File: src/rtl/int_exec_arbiter_pkg.sv
// Shared core definitions for the integer execution arbiter:
// micro-opcode encodings, result-slot state encodings and requester helpers.
package int_exec_arbiter_pkg;

    // Number of requesters sharing the integer execution unit.
    localparam int NUM_REQ = 2;

    // Integer micro-opcodes understood by the shared execution unit.
    typedef enum logic [3:0] {
        UOP_ADD  = 4'b0000,
        UOP_SUB  = 4'b0001,
        UOP_OR   = 4'b0010,
        UOP_AND  = 4'b0011,
        UOP_XOR  = 4'b0100,
        UOP_RS1  = 4'b1000,
        UOP_RS2  = 4'b1001,
        UOP_SLT  = 4'b1010,
        UOP_SLTU = 4'b1011,
        UOP_SRA  = 4'b1101,
        UOP_SRL  = 4'b1110,
        UOP_SLL  = 4'b1111
    } uop_e;

    // One-entry result slot occupancy.
    typedef enum logic {
        ST_EMPTY = 1'b0,
        ST_FULL  = 1'b1
    } res_state_e;

    // Source index of a one-hot grant (0 = req0, 1 = req1).
    function automatic logic grant_src(input logic [NUM_REQ-1:0] grant);
        return grant[1];
    endfunction

endpackage

File: src/rtl/int_exec_arb_grant.sv
// Grant selection for two requesters: one-hot, at most one per cycle.
// Optional feature macro: INT_EXEC_ARB_ROUND_ROBIN_EN (alternate on contention);
// without it req0 has fixed priority and last_grant is ignored.
module int_exec_arb_grant
    import int_exec_arbiter_pkg::*;
(
    input  logic               req0_valid,
    input  logic               req1_valid,
    input  logic               can_accept,
    input  logic               last_grant,
    output logic [NUM_REQ-1:0] grant
);

`ifndef INT_EXEC_ARB_ROUND_ROBIN_EN
    // Fixed priority has no use for the previous winner.
    logic unused_last_grant;
    assign unused_last_grant = last_grant;
`endif

    // Pick a winner; a lone requester always wins, contention follows policy.
    always_comb begin
        grant = '0;
        if (can_accept) begin
            unique case ({req1_valid, req0_valid})
                2'b01:   grant = 2'b01;
                2'b10:   grant = 2'b10;
                2'b11: begin
`ifdef INT_EXEC_ARB_ROUND_ROBIN_EN
                    grant = last_grant ? 2'b01 : 2'b10;
`else
                    grant = 2'b01;
`endif
                end
                default: grant = '0;
            endcase
        end
    end

endmodule

File: src/rtl/int_exec_arbiter.sv
// Two-requester arbiter in front of a shared, external integer execution unit.
// Captures the unit's combinational result in a one-entry result slot
// (latency 1, one op per cycle when the consumer keeps res_ready_in high).
// Optional feature macro: INT_EXEC_ARB_ROUND_ROBIN_EN (round-robin on contention;
// default build is fixed priority to req0).
module int_exec_arbiter
    import int_exec_arbiter_pkg::*;
#(
    parameter int DATA_WIDTH = 32,
    parameter int TAG_WIDTH  = 5
) (
    input  logic                  clock_in,
    input  logic                  reset_in,
    input  logic                  req0_valid_in,
    output logic                  req0_ready_out,
    input  logic [DATA_WIDTH-1:0] req0_a_in,
    input  logic [DATA_WIDTH-1:0] req0_b_in,
    input  logic [3:0]            req0_uop_in,
    input  logic [TAG_WIDTH-1:0]  req0_tag_in,
    input  logic                  req1_valid_in,
    output logic                  req1_ready_out,
    input  logic [DATA_WIDTH-1:0] req1_a_in,
    input  logic [DATA_WIDTH-1:0] req1_b_in,
    input  logic [3:0]            req1_uop_in,
    input  logic [TAG_WIDTH-1:0]  req1_tag_in,
    output logic [DATA_WIDTH-1:0] exec_a_out,
    output logic [DATA_WIDTH-1:0] exec_b_out,
    output logic [3:0]            exec_uop_out,
    output logic                  exec_enable_out,
    input  logic [DATA_WIDTH-1:0] exec_res_in,
    output logic                  res_valid_out,
    input  logic                  res_ready_in,
    output logic [DATA_WIDTH-1:0] res_data_out,
    output logic [TAG_WIDTH-1:0]  res_tag_out,
    output logic                  res_src_out
);

    typedef struct packed {
        logic [DATA_WIDTH-1:0] a;
        logic [DATA_WIDTH-1:0] b;
        logic [3:0]            uop;
        logic [TAG_WIDTH-1:0]  tag;
    } req_t;

    req_t               req0, req1, sel;
    res_state_e         state_q, state_d;
    logic               can_accept;
    logic [NUM_REQ-1:0] grant;
    logic               granted;
    logic               gnt_src;
    logic               lg_to_grant;

    assign req0 = '{a: req0_a_in, b: req0_b_in, uop: req0_uop_in, tag: req0_tag_in};
    assign req1 = '{a: req1_a_in, b: req1_b_in, uop: req1_uop_in, tag: req1_tag_in};

    // Slot can take a new result if empty or if it drains this cycle;
    // reset suppresses every grant.
    assign can_accept = !reset_in && ((state_q == ST_EMPTY) || res_ready_in);

`ifdef INT_EXEC_ARB_ROUND_ROBIN_EN
    logic last_grant_q;

    // Remember the most recent winner; reset favours req0 for the next contention.
    always_ff @(posedge clock_in) begin
        if (reset_in)
            last_grant_q <= 1'b1;
        else if (granted)
            last_grant_q <= gnt_src;
    end

    assign lg_to_grant = last_grant_q;
`else
    assign lg_to_grant = 1'b0;
`endif

    int_exec_arb_grant u_grant (
        .req0_valid (req0_valid_in),
        .req1_valid (req1_valid_in),
        .can_accept (can_accept),
        .last_grant (lg_to_grant),
        .grant      (grant)
    );

    assign granted         = |grant;
    assign gnt_src         = grant_src(grant);
    assign req0_ready_out  = grant[0];
    assign req1_ready_out  = grant[1];
    assign exec_enable_out = granted;

    // Steer the winner's fields to the execution unit; all zero when idle.
    always_comb begin
        sel = '0;
        if (grant[0])
            sel = req0;
        else if (grant[1])
            sel = req1;
    end

    assign exec_a_out   = sel.a;
    assign exec_b_out   = sel.b;
    assign exec_uop_out = sel.uop;

    // Result slot occupancy register.
    always_ff @(posedge clock_in) begin
        if (reset_in)
            state_q <= ST_EMPTY;
        else
            state_q <= state_d;
    end

    // Next occupancy: a grant always fills; a drain without a grant empties.
    always_comb begin
        state_d = state_q;
        unique case (state_q)
            ST_EMPTY: if (granted) state_d = ST_FULL;
            ST_FULL: begin
                if (granted)
                    state_d = ST_FULL;
                else if (res_ready_in)
                    state_d = ST_EMPTY;
            end
            default: state_d = ST_EMPTY;
        endcase
    end

    // Capture result, tag and source on a grant; otherwise hold (stable while stalled).
    always_ff @(posedge clock_in) begin
        if (reset_in) begin
            res_data_out <= '0;
            res_tag_out  <= '0;
            res_src_out  <= 1'b0;
        end else if (granted) begin
            res_data_out <= exec_res_in;
            res_tag_out  <= sel.tag;
            res_src_out  <= gnt_src;
        end
    end

    assign res_valid_out = (state_q == ST_FULL);

endmodule
File: config.mk
export PLATFORM = sky130hd
export DESIGN_NAME = int_exec_arbiter
export DESIGN_NICKNAME = d
export VERILOG_FILES = /design/src/rtl/int_exec_arbiter_pkg.sv /design/src/rtl/int_exec_arb_grant.sv /design/src/rtl/int_exec_arbiter.sv
export SDC_FILE = /design/constraint.sdc
export NUM_CORES = 1
export LEC_CHECK = 0
export CORE_AREA = 2 2 113 115
export CTS_BUF_LIST = sky130_fd_sc_hd__clkbuf_4 sky130_fd_sc_hd__clkbuf_8
export CTS_CLUSTER_DIAMETER = 30
export DETAILED_ROUTE_END_ITERATION = 7
export DIE_AREA = 0 0 115 117
export PLACE_DENSITY = 0.73
export SETUP_SLACK_MARGIN = 0.15
export SLEW_MARGIN = 10
export SYNTH_ARGS = -nofsm -noshare
export SYNTH_HDL_FRONTEND = slang
export SYNTH_HIERARCHICAL = 1
export SYNTH_SLANG_ARGS = --single-unit
File: constraint.sdc
create_clock -name clock_in -period 2.9 [get_ports clock_in]
set_input_delay 0.725 -clock clock_in [delete_from_list [all_inputs] [get_ports clock_in]]
set_output_delay 0.725 -clock clock_in [all_outputs]
set_load 0.02 [all_outputs]
======== Word level (Yosys, flattened, before mapping) ========
Index checks and enable logic that the tools add are counted.
cells by class
  shift-type cells ........................ 0
  reduce and logical (&&, ||, !) cells .... 5
  mux-type cells .......................... 8
  $mul .................................... 0
  bitwise operators ....................... 1
  equal/unequal tests ..................... 3
  div/mod/pow operators ................... 0
  order comparisons ....................... 0
  add/sub/neg operators ................... 0
operators by type and width
  operator                                       number
  two-way mux 73 bit                             2
  == test 2 bit, second input constant           2
  one-hot mux 2 bit (2 select lines)             1
  OR reduction 2 bit                             2
  two-way mux 1 bit                              3
  == test 2 x 1 -> 1 bit, second input constant  1
  two-way mux 2 bit                              1
  one-hot mux 1 bit (2 select lines)             1
  logical AND 1 bit                              1
  zero test 1 bit                                1
  logical OR 1 bit                               1
  NOT 1 bit                                      1
storage, ports and cells
  output and inout port bits .............. 110
  memory bits (read-only) ................. 0
  flip-flop bits (word level) ............. 39
  word-level logic and storage cells ...... 21
  bits in writable memories ............... 0
  bits in latches ......................... 0
  memories kept ........................... 0

======== Logic depth before layout (Yosys ltp) ========
Gate-level depths: netlist of the first run.
  depth in word-level cells ............... 7
  gate-level depth with buffers ........... 9
  gate-level depth less buffers ........... 5

======== Cells and area by module ========
Netlist of the first run, hierarchy kept.
modules (own cells, without submodules)
  module              cells each  sequential area each (sq um)  times used  area each (sq um)
  int_exec_arbiter    334         780.7                         1           2861.5
  int_exec_arb_grant  2           0.0                           1           16.3

======== Worst setup path after synthesis of the first run ========
No wires, ideal clock.
  kind .................................... input -> output
  start point ............................. in reset_in
  end point ............................... out exec_a_out[0]
  cell stages on the path ................. 9
  path slack .............................. -0.075 ns
  required time ........................... 2.175 ns
  data arrival time ....................... 2.250 ns
  buffers on the path ..................... 5
  path through ............................ clkbuf_1 > nor2b_1 > and3b_1 > buf_6 > nor2b_2 > buf_4 > buf_6 > a22o_1 > buf_4
RTL lines
  item                RTL line                text
  start: declaration  int_exec_arbiter.sv:13  input logic reset_in,
  end: declaration    int_exec_arbiter.sv:26  output logic [DATA_WIDTH-1:0] exec_a_out,

======== Worst setup path after layout of the first run ========
  start point ............................. in res_ready_in
  end point ............................... out exec_a_out[5]
on the way
  cells in the longest elaborated chain, start to end .. 5
RTL lines
  item                  RTL line                  text
  start: declaration    int_exec_arbiter.sv:32    input logic res_ready_in,
  logical OR 1 bit *    int_exec_arbiter.sv:58    assign can_accept = !reset_in && ((state_q == ST_EMPTY) || res_ready_in);
  logical AND 1 bit *   int_exec_arbiter.sv:58
  named net can_accept  int_exec_arbiter.sv:47    logic can_accept;
  two-way mux 2 bit *   int_exec_arb_grant.sv:23  if (can_accept) begin
  two-way mux 73 bit    int_exec_arbiter.sv:95    else if (grant[1])
  two-way mux 73 bit *  int_exec_arbiter.sv:93    if (grant[0])
Mark *: on every way through the listed nets, which the timed path passes. The rest lies on a longest branch.

==> metrics.txt, run 1 <==
area of the mapped netlist 2870 um2; fin. max-slew vios 0; Buffers on Ports 292; GRT Total Usage 17.1%; vias in the first global route 3137; drt wl/cell 18.4 um; DRC 0; CP max stage delay 0.22 ns; Hold Path Class reg2reg; final setup fails 0; Num CTS Buffers 5; GPL Wtd Cong 0.821; Setup CP Type in2out; PwrDens 309 nW/um2; Hold Fails Final Rpt 0; cell at the slowest stage of the critical path a22o_4; Post-DP HPWL 9640 um; Antenna Diode Count 0; Placement Cell Area 5420 um2; placed insts 688; setup TNS 0 ns; CTS H-tree depth 2; deepest clock path buffer count 2; design area 5870 um2; CTS Sinks 39; Clock Skews 0.00786 ns; Crit Path Max Fanout 5; initial core utilization 23.3%; CP Data Required Time 2.17 ns; Die X 115 um; Root Buffer clkbuf_8; Post-Syn Instances 335; Nets 741; hold_buf cts 0; Worst-path clk slew 0.08 ns; Tightest Pin Transition 0.493 ns; reg-to-reg slack, setup 0.90 ns; area of the die 13500 um2; largest net degree at the start of global routing 67; clk_lat worst skew 0.29 ns; Post-Syn Nets 518; grt ovf 0; Final Util 47.7%; Lkg Pwr 2.29 nW; # Max-Cap Violations 0; Fin Hold WS 0.489 ns; fraction of layout cells with a size suffix above 1 19.7%; Max Fclk 0.349 GHz; DR vias/cell 4.74; Vias 3358; most frequent cells in the layout clkdlybuf4s50_1 (217), buf_6 (70), a22o_1 (65); io pins 293; Max VDD drop 0.250 mV; P&R area growth vs syn 104%; most common cell after layout, fill and taps aside clkdlybuf4s50_1; Worst EP arrival 2.14 ns; Worst setup EP type primary output; Setup crit start kind input pin; DRT antenna net count 0; Starting DRT DRC Count 121; status complete, no violations; initial antenna violation count 0; Total Wirelength 13100 um; Final period util 98.9%; most used cell, CP buf_6; Core Rows 41; Die Ht 117 um; RSZ-0062 raised after global routing true; Max-Slew Margin vs Limit 67.1%; minimum clock period 2.87 ns; Syn Area/Cell 8.58 um2; core area 12300 um2; Non-Filler Instances 709; number of synthesis warnings 6; CTS tree built; first-pass GRT wire length 17500 um; crit-path cells buf_6 > nand2b_4 > nor2b_4 > and3b_2 > nor2b_4 > buf_6 > buf_8 > buf_12 > a22o_4 > buf_6; DR pass1 iterations 4
==> power by group <==
group	internal (mW)	switching, mW	leakage (nW)
logic	0.495	0.325	1.92
clock network	0.205	0.201	0.0519
registers	0.570	0.0171	0.320
total	1.27	0.543	2.29
==> layer usage <==
| layer | part of all wire (%) | vias to the layer above | GRT usage, % | wire, um |
|---|---|---|---|---|
| met5 | 0 | - | 0 | 0 |
| met1 | 40 | 1579 | 20.6 | 5270 |
| met4 | 0.79 | 0 | 3.61 | 103 |
| li1 | - | 1613 | - | - |
| met3 | 7.0 | 11 | 4.07 | 912 |
| met2 | 52 | 155 | 30.9 | 6780 |
==> repair_timing <==
| item | in CTS | in global routing |
|---|---|---|
| cloned | 6 | 1 |
| setup endpoints to repair | 71 | 68 |
| pin swaps | 13 | 16 |
| gates resized for setup | 414 | 21 |
| setup buffers | 6 | 0 |
==> sequential cells by signal (all words and copies together) (netlist names) <==
register,cells
res_src_out,1
res_valid_out,1
res_data_out,32
res_tag_out,5
==> final timing paths <==
path                                   end                startpoint  depth (start not counted)
max reg2reg  res_data_out[19]$_SDFFE_PP0P_  res_valid_out$_SDFF_PP0_                          8
max                          exec_a_out[5]              res_ready_in                         10
min reg2reg       res_src_out$_SDFFE_PP0P_  res_src_out$_SDFFE_PP0P_                          2
min               res_src_out$_SDFFE_PP0P_  res_src_out$_SDFFE_PP0P_                          2
==> final cells by class <==
cell class              count  area, um2
flip-flops and latches     39        781
clock buffers               7       90.1
multi-input cells         192       1410
fillers                  1164       6440
inverters                   2       7.51
well taps                 150        188
clock inverters             1       8.76
repair buffers            318       3380
==> metrics by stage <==
stage               setup slack (ns)  power (mW)
CTS                           0.0211        1.81
floorplan                      0.105       0.995
global placement              -0.759        1.35
detailed placement            -0.769        1.36
finish                        0.0327        1.81
global route                 -0.0156        1.90
==> worst max-delay path, delay by kind of cell <==
kind | cells | cell delay, ns
buffers and inverters | 5 | 0.61
AOI/OAI and AO/OA | 1 | 0.22
and+or+nand+nor | 4 | 0.58
(Power assumes the default switching activity.)
==> run 2: changes to the inputs <==
--- a/config.mk
+++ b/config.mk
@@ -10,7 +10,9 @@
 export CTS_CLUSTER_DIAMETER = 30
 export DETAILED_ROUTE_END_ITERATION = 7
 export DIE_AREA = 0 0 115 117
+export HOLD_SLACK_MARGIN = 0.05
 export PLACE_DENSITY = 0.73
+export REMOVE_ABC_BUFFERS = 1
 export SETUP_SLACK_MARGIN = 0.15
 export SLEW_MARGIN = 10
 export SYNTH_ARGS = -nofsm -noshare
==> metrics.txt, run 2 (synthesis results as in run 1) <==
multi-input logic area 1440 um2 (was 1410 um2); DRC 0 (unchanged); Setup crit end exec_a_out[18] (was exec_a_out[5]); Buf/Inv on CP 6 (was 5); CP max stage delay 0.21 ns (was 0.22 ns); Root Buffer clkbuf_8 (unchanged); Num CTS Buffers 5 (unchanged); Worst EP arrival 2.23 ns (was 2.14 ns); Non-Filler Instances 713 (was 709); CTS H-tree depth 2 (unchanged); status complete, but fails checks (was complete, no violations); Clock Skews 0.00293 ns (was 0.00786 ns); initial antenna violation count 0 (unchanged); Top Registers res_data_out: 32 flops, res_tag_out: 5 flops (unchanged); Buffers on Ports 292 (unchanged); Max Fclk 0.339 GHz (was 0.349 GHz); Largest delay share family, worst path buffers and inverters (unchanged); sequential cell area 781 um2 (unchanged); Max-Slew Margin vs Limit 71.7% (was 67.1%); CTS tree built (unchanged); DRT antenna net count 0 (unchanged); PwrDens 302 nW/um2 (was 309 nW/um2); Final period util 102% (was 98.9%); fraction of layout cells with a size suffix above 1 20.6% (was 19.7%); largest net degree at the start of global routing 59 (was 67); fin. max-slew vios 0 (unchanged); setup TNS -0.0512 ns (was 0 ns); Nets 746 (was 741); drt wl/cell 18.7 um (was 18.4 um); CP Data Required Time 2.17 ns (about the same); CTS Sinks 39 (unchanged); Vias 3379 (was 3358); Total Wirelength 13300 um (was 13100 um); Max VDD drop 0.167 mV (was 0.250 mV); most used cell, CP buf_6 (unchanged); critical path depth 11 (was 10); Hold Fails Final Rpt 0 (unchanged); minimum clock period 2.95 ns (was 2.87 ns); Die X 115 um (unchanged); deepest clock path buffer count 2 (unchanged); io pins 293 (unchanged); reg-to-reg slack, setup 1.08 ns (was 0.90 ns); most frequent cells in the layout clkdlybuf4s50_1 (217), a22o_1 (62), buf_4 (43) (was clkdlybuf4s50_1 (217), buf_6 (70), a22o_1 (65)); first-pass GRT wire length 18400 um (was 17500 um); most common cell after layout, fill and taps aside clkdlybuf4s50_1 (unchanged); RR Startpoint res_valid_out$_SDFF_PP0_ (unchanged); Die Ht 117 um (unchanged); area of the die 13500 um2 (unchanged); vias in the first global route 3351 (was 3137); Setup crit start kind input pin (unchanged); Largest Register res_data_out (unchanged); core area 12300 um2 (unchanged); Crit Path Max Fanout 5 (unchanged); crit-path cells buf_6 > nand2b_4 > nor2b_4 > and3b_2 > nor2b_4 > buf_12 > buf_16 > buf_8 > buf_6 > a22o_4 > buf_6 (was buf_6 > nand2b_4 > nor2b_4 > and3b_2 > nor2b_4 > buf_6 > buf_8 > buf_12 > a22o_4 > buf_6); violated checks negative setup slack; clk_lat worst skew 0.29 ns (about the same); DR pass1 iterations 4 (unchanged); Tightest Pin Transition 0.424 ns (was 0.493 ns); capturing point of the worst reg2reg path res_data_out[10]$_SDFFE_PP0P_ (was res_data_out[19]$_SDFFE_PP0P_); final setup margin -0.0512 ns (was 0.0327 ns); DR vias/cell 4.74 (about the same); max reg flops 32 (unchanged); initial core utilization 23.3% (unchanged); R2R cell count 7 (was 8); final setup fails 1 (was 0); GPL Wtd Cong 0.751 (was 0.821); design area 5760 um2 (was 5870 um2); Core Rows 41 (unchanged); hold_buf cts 0 (unchanged); # Max-Cap Violations 0 (unchanged); Starting DRT DRC Count 107 (was 121); Hold Path Class reg2reg (unchanged); Placement Cell Area 5430 um2 (was 5420 um2); CP startpoint res_ready_in (unchanged); Design Power 1.74 mW (was 1.81 mW); grt ovf 0 (unchanged); Setup CP Type in2out (unchanged); RSZ-0062 raised after global routing true (unchanged); Worst-path clk slew 0.07 ns (was 0.08 ns); cell at the slowest stage of the critical path and3b_2 (was a22o_4); Worst setup EP type primary output (unchanged); Lkg Pwr 2.28 nW (was 2.29 nW); placed insts 689 (was 688); GRT Total Usage 17.8% (was 17.1%); Fin Hold WS 0.473 ns (was 0.489 ns); Fillers 1172 (was 1164); P&R area growth vs syn 100% (was 104%); Post-DP HPWL 10000 um (was 9640 um)
-- run 2: cell types whose count changed in the layout (fill, tap and decap cells not counted), moves of 2 or more --
cell / change
a22o_4: +3
buf_4: +31
buf_2: +7
buf_6: -35
buf_16: -2
o21ai_1: -2
o21ai_0: +2
clkdlybuf4s15_2: +2
a22o_1: -3
-- run 2: layout make-up --
cell class / count / share of cell area (%)
Timing Repair Buffer: 323 / 56.7
Tap cell: 150 / 3.26
Clock buffer: 6 / 1.32
Sequential cell: 39 / 13.6
Multi-Input combinational cell: 192 / 25.0
Inverter: 2 / 0.130
Antenna cell: 1 / 0.0434
-- run 2: how the worst min path moves through the flow --
stage	from	to	slack (ns)	cells after the start
floorplan	res_src_out$_SDFFE_PP0P_	res_src_out$_SDFFE_PP0P_	0.54	2
global placement	res_src_out$_SDFFE_PP0P_	res_src_out$_SDFFE_PP0P_	0.46	2
detailed placement	res_src_out$_SDFFE_PP0P_	res_src_out$_SDFFE_PP0P_	0.46	2
CTS	res_src_out$_SDFFE_PP0P_	res_src_out$_SDFFE_PP0P_	0.48	2
global route	res_src_out$_SDFFE_PP0P_	res_src_out$_SDFFE_PP0P_	0.51	2
finish	res_src_out$_SDFFE_PP0P_	res_src_out$_SDFFE_PP0P_	0.47	2
-- run 2: worst reg2reg max path, delay by kind of cell (launching register included) --
family / cells / cell delay, ns
DFF: 1 / 0.38
and+or+nand+nor: 4 / 0.79
buffers and inverters: 2 / 0.44
AOI/OAI and AO/OA: 1 / 0.14
-- run 2: layer usage --
| layer | global-route usage, % | vias up | part of all wire [%] |
|---|---|---|---|
| met5 | 0 | - | 0 |
| met4 | 4.66 | 0 | 1.7 |
| met3 | 5.92 | 23 | 8.5 |
| met2 | 31.2 | 153 | 51 |
| met1 | 20.9 | 1589 | 39 |
| li1 | - | 1614 | - |
-- run 2: power by group --
group | internal [mW] | switching (mW)
clock network | 0.170 | 0.177
logic | 0.478 | 0.330
registers | 0.570 | 0.0166
-- run 2: per-stage QoR --
step / utilization [%] / setup slack, ns
floorplan: - / -1.92
global placement: 44.1 / -0.759
detailed placement: 44.1 / -0.767
CTS: 45.7 / -0.0598
global route: 46.8 / -0.0989
finish: 46.8 / -0.0512
-- run 2: repair_timing --
item,in CTS,in global routing
setup buffers,8,3
cloned,4,2
pin swaps,9,6
gates resized for setup,356,29
setup endpoints to repair,71,67
